<file path="src/rtl/uart_rx_loader.sv">
// 8N1 UART receiver that packs every four good bytes little-endian into a
// 32-bit word and offers it on a valid/ready write port with an auto-incrementing address.
module uart_rx_loader #(
    parameter int CLK_FREQUENCY = 50000000,
    parameter int BAUD_RATE     = 115200,
    parameter int ADDR_WIDTH    = 12
) (
    input  logic                  clk,
    input  logic                  reset_n,
    input  logic                  rx,
    input  logic                  load_start,
    output logic                  wr_valid,
    input  logic                  wr_ready,
    output logic [ADDR_WIDTH-1:0] wr_addr,
    output logic [31:0]           wr_data,
    output logic [7:0]            rx_byte,
    output logic                  rx_byte_valid,
    output logic                  frame_err,
    output logic                  overrun,
    output logic                  busy
);
    localparam int DIV  = CLK_FREQUENCY / BAUD_RATE;
    localparam int HALF = DIV / 2;
    localparam int CW   = $clog2(DIV + 1);
    localparam logic [CW-1:0] DIV_C  = CW'(DIV);
    localparam logic [CW-1:0] HALF_C = CW'(HALF);

    typedef enum logic [2:0] {IDLE, START, DATA, STOP, WAIT_HIGH} state_t;

    state_t                state_r, state_s;
    logic [CW-1:0]         cnt_r, cnt_s;
    logic [2:0]            bit_idx_r, bit_idx_s;
    logic [7:0]            shift_r, shift_s;
    logic                  sync1_r, sync2_r;
    logic                  good_s, ferr_s, expire_s, complete_s, hs_s;
    logic [1:0]            phase_r;
    logic [31:0]           buf_r;
    logic [ADDR_WIDTH-1:0] addr_r;
    logic                  wr_valid_r, overrun_r, rx_byte_valid_r, frame_err_r;
    logic [ADDR_WIDTH-1:0] wr_addr_r;
    logic [31:0]           wr_data_r;
    logic [7:0]            rx_byte_r;

    // Two-flop synchronizer; resets to the idle (high) line level.
    always_ff @(posedge clk or negedge reset_n) begin
        if (!reset_n) begin
            sync1_r <= 1'b1;
            sync2_r <= 1'b1;
        end else begin
            sync1_r <= rx;
            sync2_r <= sync1_r;
        end
    end

    // Receiver state, bit timer, bit index and data shift register.
    always_ff @(posedge clk or negedge reset_n) begin
        if (!reset_n) begin
            state_r   <= IDLE;
            cnt_r     <= {CW{1'b0}};
            bit_idx_r <= 3'd0;
            shift_r   <= 8'h00;
        end else begin
            state_r   <= state_s;
            cnt_r     <= cnt_s;
            bit_idx_r <= bit_idx_s;
            shift_r   <= shift_s;
        end
    end

    assign expire_s = (cnt_r <= CW'(1));

    // Receiver next-state: samples are taken when the bit timer reaches 1.
    always_comb begin
        state_s   = state_r;
        cnt_s     = (cnt_r != {CW{1'b0}}) ? cnt_r - CW'(1) : cnt_r;
        bit_idx_s = bit_idx_r;
        shift_s   = shift_r;
        good_s    = 1'b0;
        ferr_s    = 1'b0;
        case (state_r)
            IDLE: begin
                if (!sync2_r) begin
                    state_s = START;
                    cnt_s   = HALF_C;
                end else begin
                    state_s = IDLE;
                end
            end
            START: begin
                if (expire_s) begin
                    if (!sync2_r) begin
                        state_s   = DATA;
                        bit_idx_s = 3'd0;
                        cnt_s     = DIV_C;
                    end else begin
                        state_s = IDLE;
                    end
                end else begin
                    state_s = START;
                end
            end
            DATA: begin
                if (expire_s) begin
                    shift_s   = {sync2_r, shift_r[7:1]};
                    cnt_s     = DIV_C;
                    bit_idx_s = bit_idx_r + 3'd1;
                    if (bit_idx_r == 3'd7) begin
                        state_s = STOP;
                    end else begin
                        state_s = DATA;
                    end
                end else begin
                    state_s = DATA;
                end
            end
            STOP: begin
                if (expire_s) begin
                    if (sync2_r) begin
                        good_s  = 1'b1;
                        state_s = IDLE;
                    end else begin
                        ferr_s  = 1'b1;
                        state_s = WAIT_HIGH;
                    end
                end else begin
                    state_s = STOP;
                end
            end
            WAIT_HIGH: begin
                if (sync2_r) begin
                    state_s = IDLE;
                end else begin
                    state_s = WAIT_HIGH;
                end
            end
            default: begin
                state_s = IDLE;
            end
        endcase
    end

    assign complete_s = good_s && (phase_r == 2'd3);
    assign hs_s       = wr_valid_r && wr_ready;

    // Byte status pulses and the displayed byte.
    always_ff @(posedge clk or negedge reset_n) begin
        if (!reset_n) begin
            rx_byte_r       <= 8'h00;
            rx_byte_valid_r <= 1'b0;
            frame_err_r     <= 1'b0;
        end else begin
            rx_byte_valid_r <= good_s;
            frame_err_r     <= ferr_s;
            if (good_s) begin
                rx_byte_r <= shift_r;
            end
        end
    end

    // Word assembler, write port and overrun tracking; load_start wins over everything.
    always_ff @(posedge clk or negedge reset_n) begin
        if (!reset_n) begin
            phase_r    <= 2'd0;
            buf_r      <= 32'h0000_0000;
            addr_r     <= {ADDR_WIDTH{1'b0}};
            wr_valid_r <= 1'b0;
            wr_addr_r  <= {ADDR_WIDTH{1'b0}};
            wr_data_r  <= 32'h0000_0000;
            overrun_r  <= 1'b0;
        end else if (load_start) begin
            phase_r    <= 2'd0;
            buf_r      <= 32'h0000_0000;
            addr_r     <= {ADDR_WIDTH{1'b0}};
            wr_valid_r <= 1'b0;
            overrun_r  <= 1'b0;
        end else begin
            if (good_s) begin
                buf_r[{phase_r, 3'b000} +: 8] <= shift_r;
                phase_r <= phase_r + 2'd1;
            end
            if (hs_s) begin
                addr_r <= addr_r + ADDR_WIDTH'(1);
            end
            if (complete_s) begin
                if (!wr_valid_r || hs_s) begin
                    wr_data_r  <= {shift_r, buf_r[23:0]};
                    wr_addr_r  <= hs_s ? addr_r + ADDR_WIDTH'(1) : addr_r;
                    wr_valid_r <= 1'b1;
                end else begin
                    overrun_r <= 1'b1;
                end
            end else if (hs_s) begin
                wr_valid_r <= 1'b0;
            end
        end
    end

    assign wr_valid      = wr_valid_r;
    assign wr_addr       = wr_addr_r;
    assign wr_data       = wr_data_r;
    assign rx_byte       = rx_byte_r;
    assign rx_byte_valid = rx_byte_valid_r;
    assign frame_err     = frame_err_r;
    assign overrun       = overrun_r;
    assign busy          = (state_r != IDLE) || wr_valid_r;
endmodule

</file>
<file path="config.mk">
export PLATFORM = sky130hd
export DESIGN_NAME = uart_rx_loader
export DESIGN_NICKNAME = d
export VERILOG_FILES = /design/src/rtl/uart_rx_loader.sv
export SDC_FILE = /design/constraint.sdc
export NUM_CORES = 1
export LEC_CHECK = 0
export CORE_AREA = 3 3 98 100
export DETAILED_ROUTE_END_ITERATION = 8
export DIE_AREA = 0 0 101 103
export PLACE_DENSITY = 0.83
export REMOVE_ABC_BUFFERS = 1
export SYNTH_ARGS = -nofsm -noshare
export SYNTH_HDL_FRONTEND = slang
export SYNTH_SLANG_ARGS = --single-unit
export TNS_END_PERCENT = 10
</file>
<file path="constraint.sdc">
create_clock -name clk -period 6.4 [get_ports clk]
set_clock_uncertainty 0.15 [all_clocks]
set_input_delay 0.64 -clock clk [delete_from_list [all_inputs] [get_ports clk]]
set_output_delay 0.64 -clock clk [all_outputs]
set_load 0.01 [all_outputs]
</file>
==> After elaboration in Yosys (flattened, before gate mapping) <==
Cells that the tools add are included.
W data, S select, Z words.
{ "classes": {"reduce_logical": 17, "add_sub_neg": 5, "magnitude_cmp": 1, "n_mux": 38, "n_bitwise": 1, "eq_ne": 11, "shifts": 2} }
{ "op_table": {"columns": ["operator", "count"], "rows": [
  ["$mux W32", 2],
  ["$mux W9", 5],
  ["$bwmux W32", 1],
  ["$shift A8 B7 Y32 const A", 1],
  ["$shiftx A8 B7 Y32", 1],
  ["$pmux W9 S3", 1],
  ["$mux W12", 2],
  ["$mux W3", 7],
  ["$mux W1", 15],
  ["$pmux W3 S5", 1],
  ["$add A12 B1 Y12 const B", 1],
  ["$le A9 B1 Y1 const B", 1],
  ["$reduce_bool A9 Y1", 1],
  ["$sub A9 B1 Y9 const B", 1],
  ["$ne A2 B2 Y1 const B", 4],
  ["$neg A5 Y7", 1],
  ["$eq A3 B2 Y1 const B", 2],
  ["$eq A3 B3 Y1 const B", 2],
  ["$mux W2", 3],
  ["$pmux W3 S2", 1],
  ["$reduce_and A2 Y1", 3],
  ["$reduce_bool A2 Y1", 3],
  ["$reduce_bool A3 Y1", 2],
  ["$reduce_and A4 Y1", 1],
  ["11 further kinds", 13]
]} }
{ "word_totals": {"input_bits": 5, "reg_bits": 127, "elab_cells": 91, "output_inout_bits": 57} }

==> Depth between registers and ports, before layout <==
{ "logic_depth": {"depth_word": 6, "depth_mapped": 8, "ltp_nobuf": 6} }

==> Least setup slack after synthesis <==
Ideal clock, no wire load.
{ "synth_path": {"path_kind": "reg-to-reg", "from": "register cnt_r[0]", "to": "register cnt_r[3]", "synth_period_minus_slack_ns": 2.228, "path_buffers": 0, "slack_ns": 4.172, "path_stages_with_launch": 7, "arrival_ns": 1.941, "required_ns": 6.114, "setup_ns": 0.136, "cell_sequence": "dfrtp_1 > inv_1 > ha_1 > or4b_2 > or2_2 > a211oi_1 > a311oi_1"} }
{ "synth_between": {"elab_chain_cells": 5, "word_cells_on_any_way": 9, "classes_between": "add/sub: 1; order compare: 1; mux: 6; reduce/logical: 1"} }
{ "synth_rtl": {"columns": ["item", "line", "source"], "rows": [
  ["start: declaration", "31", "logic [CW-1:0] cnt_r, cnt_s;"],
  ["start signal: assignment", "59", "cnt_r <= {CW{1'b0}};"],
  ["start signal: assignment", "64", "cnt_r <= cnt_s;"],
  ["$sub A9 B1 Y9 / $reduce_bool A9 Y1 (equally long branches)", "75", "cnt_s = (cnt_r != {CW{1'b0}}) ? cnt_r - CW'(1) : cnt_r;"],
  ["$mux W9", "75", null],
  ["$mux W9", "91", "if (!sync2_r) begin"],
  ["$mux W9", "90", "if (expire_s) begin"],
  ["$pmux W9 S3 (*)", "80", "case (state_r)"],
  ["named net cnt_s[3]", "31", null]
]} }
Mark *: on every way through the listed nets, which the timed path passes. The rest lies on a longest branch.
A chain may end at the register's enable or synchronous reset.

==> Worst setup path after layout <==
{ "layout_path": {"from": "register cnt_r[5]", "to": "register wr_data_r[3], in the netlist wr_data[3]"} }
{ "layout_between": {"elab_chain_cells": 5} }
{ "layout_rtl": {"columns": ["item", "line", "source"], "rows": [
  ["$le A9 B1 Y1", "70", "assign expire_s = (cnt_r <= CW'(1));"],
  ["$mux W1", "117", "if (expire_s) begin"],
  ["$mux W1", "80", null],
  ["$logic_and A1 B1 Y1", "142", "assign complete_s = good_s && (phase_r == 2'd3);"],
  ["$reduce_and A3 Y1 (no line)", null, null],
  ["end signal: assignment", "186", "wr_data_r <= {shift_r, buf_r[23:0]};"],
  ["end: declaration", "41", "logic [31:0] wr_data_r;"]
]} }
No other way between the ends.

==> summary.md <==
| Metric | Value |
|---|---|
| Status | completed |
| Crit path DAT | 3.57 ns |
| WP data required | approximately 6.6 ns |
| ANT nets after route | 0 |
| WL final | roughly 12 mm |
| Tmin final | 3.33 ns |
| Max_cap viols | 0 |
| Std-Cell Core Area | just under 9000 um2 |
| Initial DRT Pass Iterations | 5 |
| Die Width | just over 100 um |
| Startpoint types | flip-flop |
| Hold bufs inserted after CTS | 1 |
| Worst-Margin Slew | 1.02 ns |
| # nets final | 521 |
| Post-synthesis instance area | 5230 um2 |
| Overall Power | about 0.0017 W |
| CTS resizes | 0 |
| Setup Crit Path Kind | flip-flop to flip-flop |
| Fill count | 560 |
| Clock Tree Buf Depth | 2 |
| Post-synth EDFFs | 0 |
| Area of the multi-input gates | ~2100 um2 |
| CTS buffer count | 17 |
| Final Wtd Congestion | 0.860 |
| Post-Layout Cell Count | about 630 |
| Area contributors post-synth | dfrtp_1 56%, mux2_2 5.2%, o21ai_0 4.8% |
| Max VDD drop | 0.000199 V |
| Detail Placement HPWL | 7.13 mm |
| Reg clk slew, reported paths | 0.05 ns |
| Most frequent cell after synthesis | dfrtp_1 |
| Crit-path cells | nor4_4 > nand4_1 > nor2_2 > mux2_2 |
| PortBufs | 61 |
| Max_slew headroom | 31.9% |
| H-tree Lvls | 4 |
| Mapped Avg Cell Area | 11.5 um2 |
| Worst reg2reg path depth | 4 |
| First-pass GRT wire length | 19.9 mm |
| Final setup vio count | 0 |
| Yosys top cell area share | 56.0% |
| Static Leak | 2.90 nW |
| CP max stage delay | around 0.89 ns |
| Postcts setup bufs | 0 |
| Setup tns final | 0 ns |
| Vias/cell | 6.15 |
| CP Capture Type | flip-flop |
| Routed WL per cell | approximately 19 um |
| Number of diodes | 0 |
| Maximum clock frequency | 301 MHz |
| Final hold violation count | 0 |
| RSZ-0062 raised after global routing | no |
| Seq cells post-synth | 119 |
| Synth warn | 0 |
| Die Span Y | approximately 100 um |
| Total track usage | 24.7% |
| Post-synth cell types | between 40 and 50 |
| FF+latch area | between 2000 and 3000 um2 |
| Cells on Worst Hold Path | 0 |
| Die ar. | around 10000 um2 |
| Initial antenna violation count | 0 |
| Prevailing post-synth register cell | dfrtp_1 |
| Synth cell count leaders | 117 x dfrtp_1, 50 x o21ai_0, 34 x nand2_1 |
| Final Max Slew Viols | 0 |
| CTS sink cnt | 119 |
| DP Cell Count | a little under 600 |
| Syn-to-layout area delta | 23.7% |
| Largest net degree at the start of global routing | 84 |
| FP Rows | 34 |
| Initial DRC count | 243 |
| Slowest cell on the critical path | nand4_1 |
| Ys async rst share | between 90% and 100% |
| P per Cell Area | 267 nW/um2 |
| Latest clock arrival within the worst-skew pair | 0.52 ns |
| Worst-path maximum fanout | 22 |
| DR vias | 3862 |
| CTS Root Cell | clkbuf_8 |
| Vias in the first global route | 3924 |
| Grt total ovfl | 0 |
| I/O Pins | slightly above 60 |
| Tcrit/Tclk final | 52.0% |
| Share of cells above drive strength 1 | about 17% |
| Cells after Synth | 453 |
| Sequential fraction of the synthesis area | ~57% |
| Worst hold-check path type | flip-flop to flip-flop |
| Starting density of the core | 59.6% |
| Cell taking the most area after synthesis | dfrtp_1 |
| DRC Markers | 0 |
| CTS tree | done |
critical path: cells and delay by family, from the launching register on:
kind	cells	cell delay [ns]
and+or+nand+nor	3	2.18
muxes	1	0.41
DFF	1	0.46
sequential cells by signal (all words and copies together), names as in the netlist:
register,cells
frame_err,1
sync2_r,1
buf_r,24
rx_byte,8
addr_r,12
sync1_r,1
bit_idx_r,3
wr_valid,1
overrun,1
shift_r,8
rx_byte_valid,1
cnt_r,9
wr_addr,12
phase_r,2
wr_data,32
state_r,3
cells in the final DEF (no fill, tap or decap), types with 4 or more instances in the layout:
master	instances
dfrtp_1	117
clkdlybuf4s50_1	60
o21ai_0	50
nand2_1	34
nand4_1	28
nand2b_1	27
mux2_2	24
nor2_1	22
mux2_4	16
clkbuf_16	16
xnor2_1	13
nand3_1	9
ha_1	9
a21oi_1	8
inv_1	7
or4_1	5
nor4_1	5
nor3_1	4
clkinv_2	4
stage by stage:
step	cell area, um2	util (%)	hold slack, ns	setup WS [ns]
5_1_grt	6460	73.8	0.213	2.84
6_report	6460	73.8	0.205	3.07
2_1_floorplan	5090	-	0.194	3.97
4_1_cts	6450	73.6	0.207	3.16
3_5_place_dp	5850	66.7	0.199	2.91
3_3_place_gp	5850	66.7	0.196	2.98
metal layers:
layer / vias to the layer above / GRT usage (%) / share of wire (%)
met5: - / 0 / 0
met4: 0 / 8.59 / 2.1
met3: 25 / 6.97 / 7.2
met2: 193 / 40.3 / 49
met1: 1919 / 32.0 / 41
li1: 1725 / - / -
area by class of cell:
cell class / count / share of cell area (%)
multi-input combinational: 298 / 32.4
inverter: 7 / 0.406
sequential: 119 / 46.1
timing repair buffer: 64 / 9.79
clock buffer: 20 / 6.89
tap: 108 / 2.09
clock inverter: 12 / 2.34
report_power, final:
| group | total [W] | switching, W | internal, W |
|---|---|---|---|
| logic | 0.0000261 | 0.0000199 | 0.00000619 |
| clock network | 0.000948 | 0.000336 | 0.000612 |
| registers | 0.000755 | 0.000000707 | 0.000754 |
| total | 0.00173 | 0.000357 | 0.00137 |
final timing paths:
kind | start | endpoint | slack [ns]
hold reg to reg | sync1_r$_DFF_PN1_ | sync2_r$_DFF_PN1_ | 0.21
max in group asynchronous | reset_n | shift_r[4]$_DFFE_PN0P_ | 4.25
setup reg to reg | cnt_r[5]$_DFF_PN0_ | wr_data[3]$_DFFE_PN0P_ | 3.07
min in group asynchronous | reset_n | wr_data[2]$_DFFE_PN0P_ | 0.46
hold / removal | sync1_r$_DFF_PN1_ | sync2_r$_DFF_PN1_ | 0.21
setup / recovery | cnt_r[5]$_DFF_PN0_ | wr_data[3]$_DFFE_PN0P_ | 3.07
logic make-up (layout without fill, tap and decap cells):
kind of cell | Yosys count | count (layout) | share of synthesized area (%)
AOI/OAI and AO/OA | 72 | 72 | 7.59
buffers and inverters | 36 | 103 | 3.14
xor gates and xnor gates | 15 | 15 | 2.51
adders and majority gates | 9 | 9 | 2.16
and+or+nand+nor | 159 | 159 | 17.2
muxes | 43 | 43 | 10.3
DFF | 119 | 119 | 57.0
(Power assumes the default switching activity.)
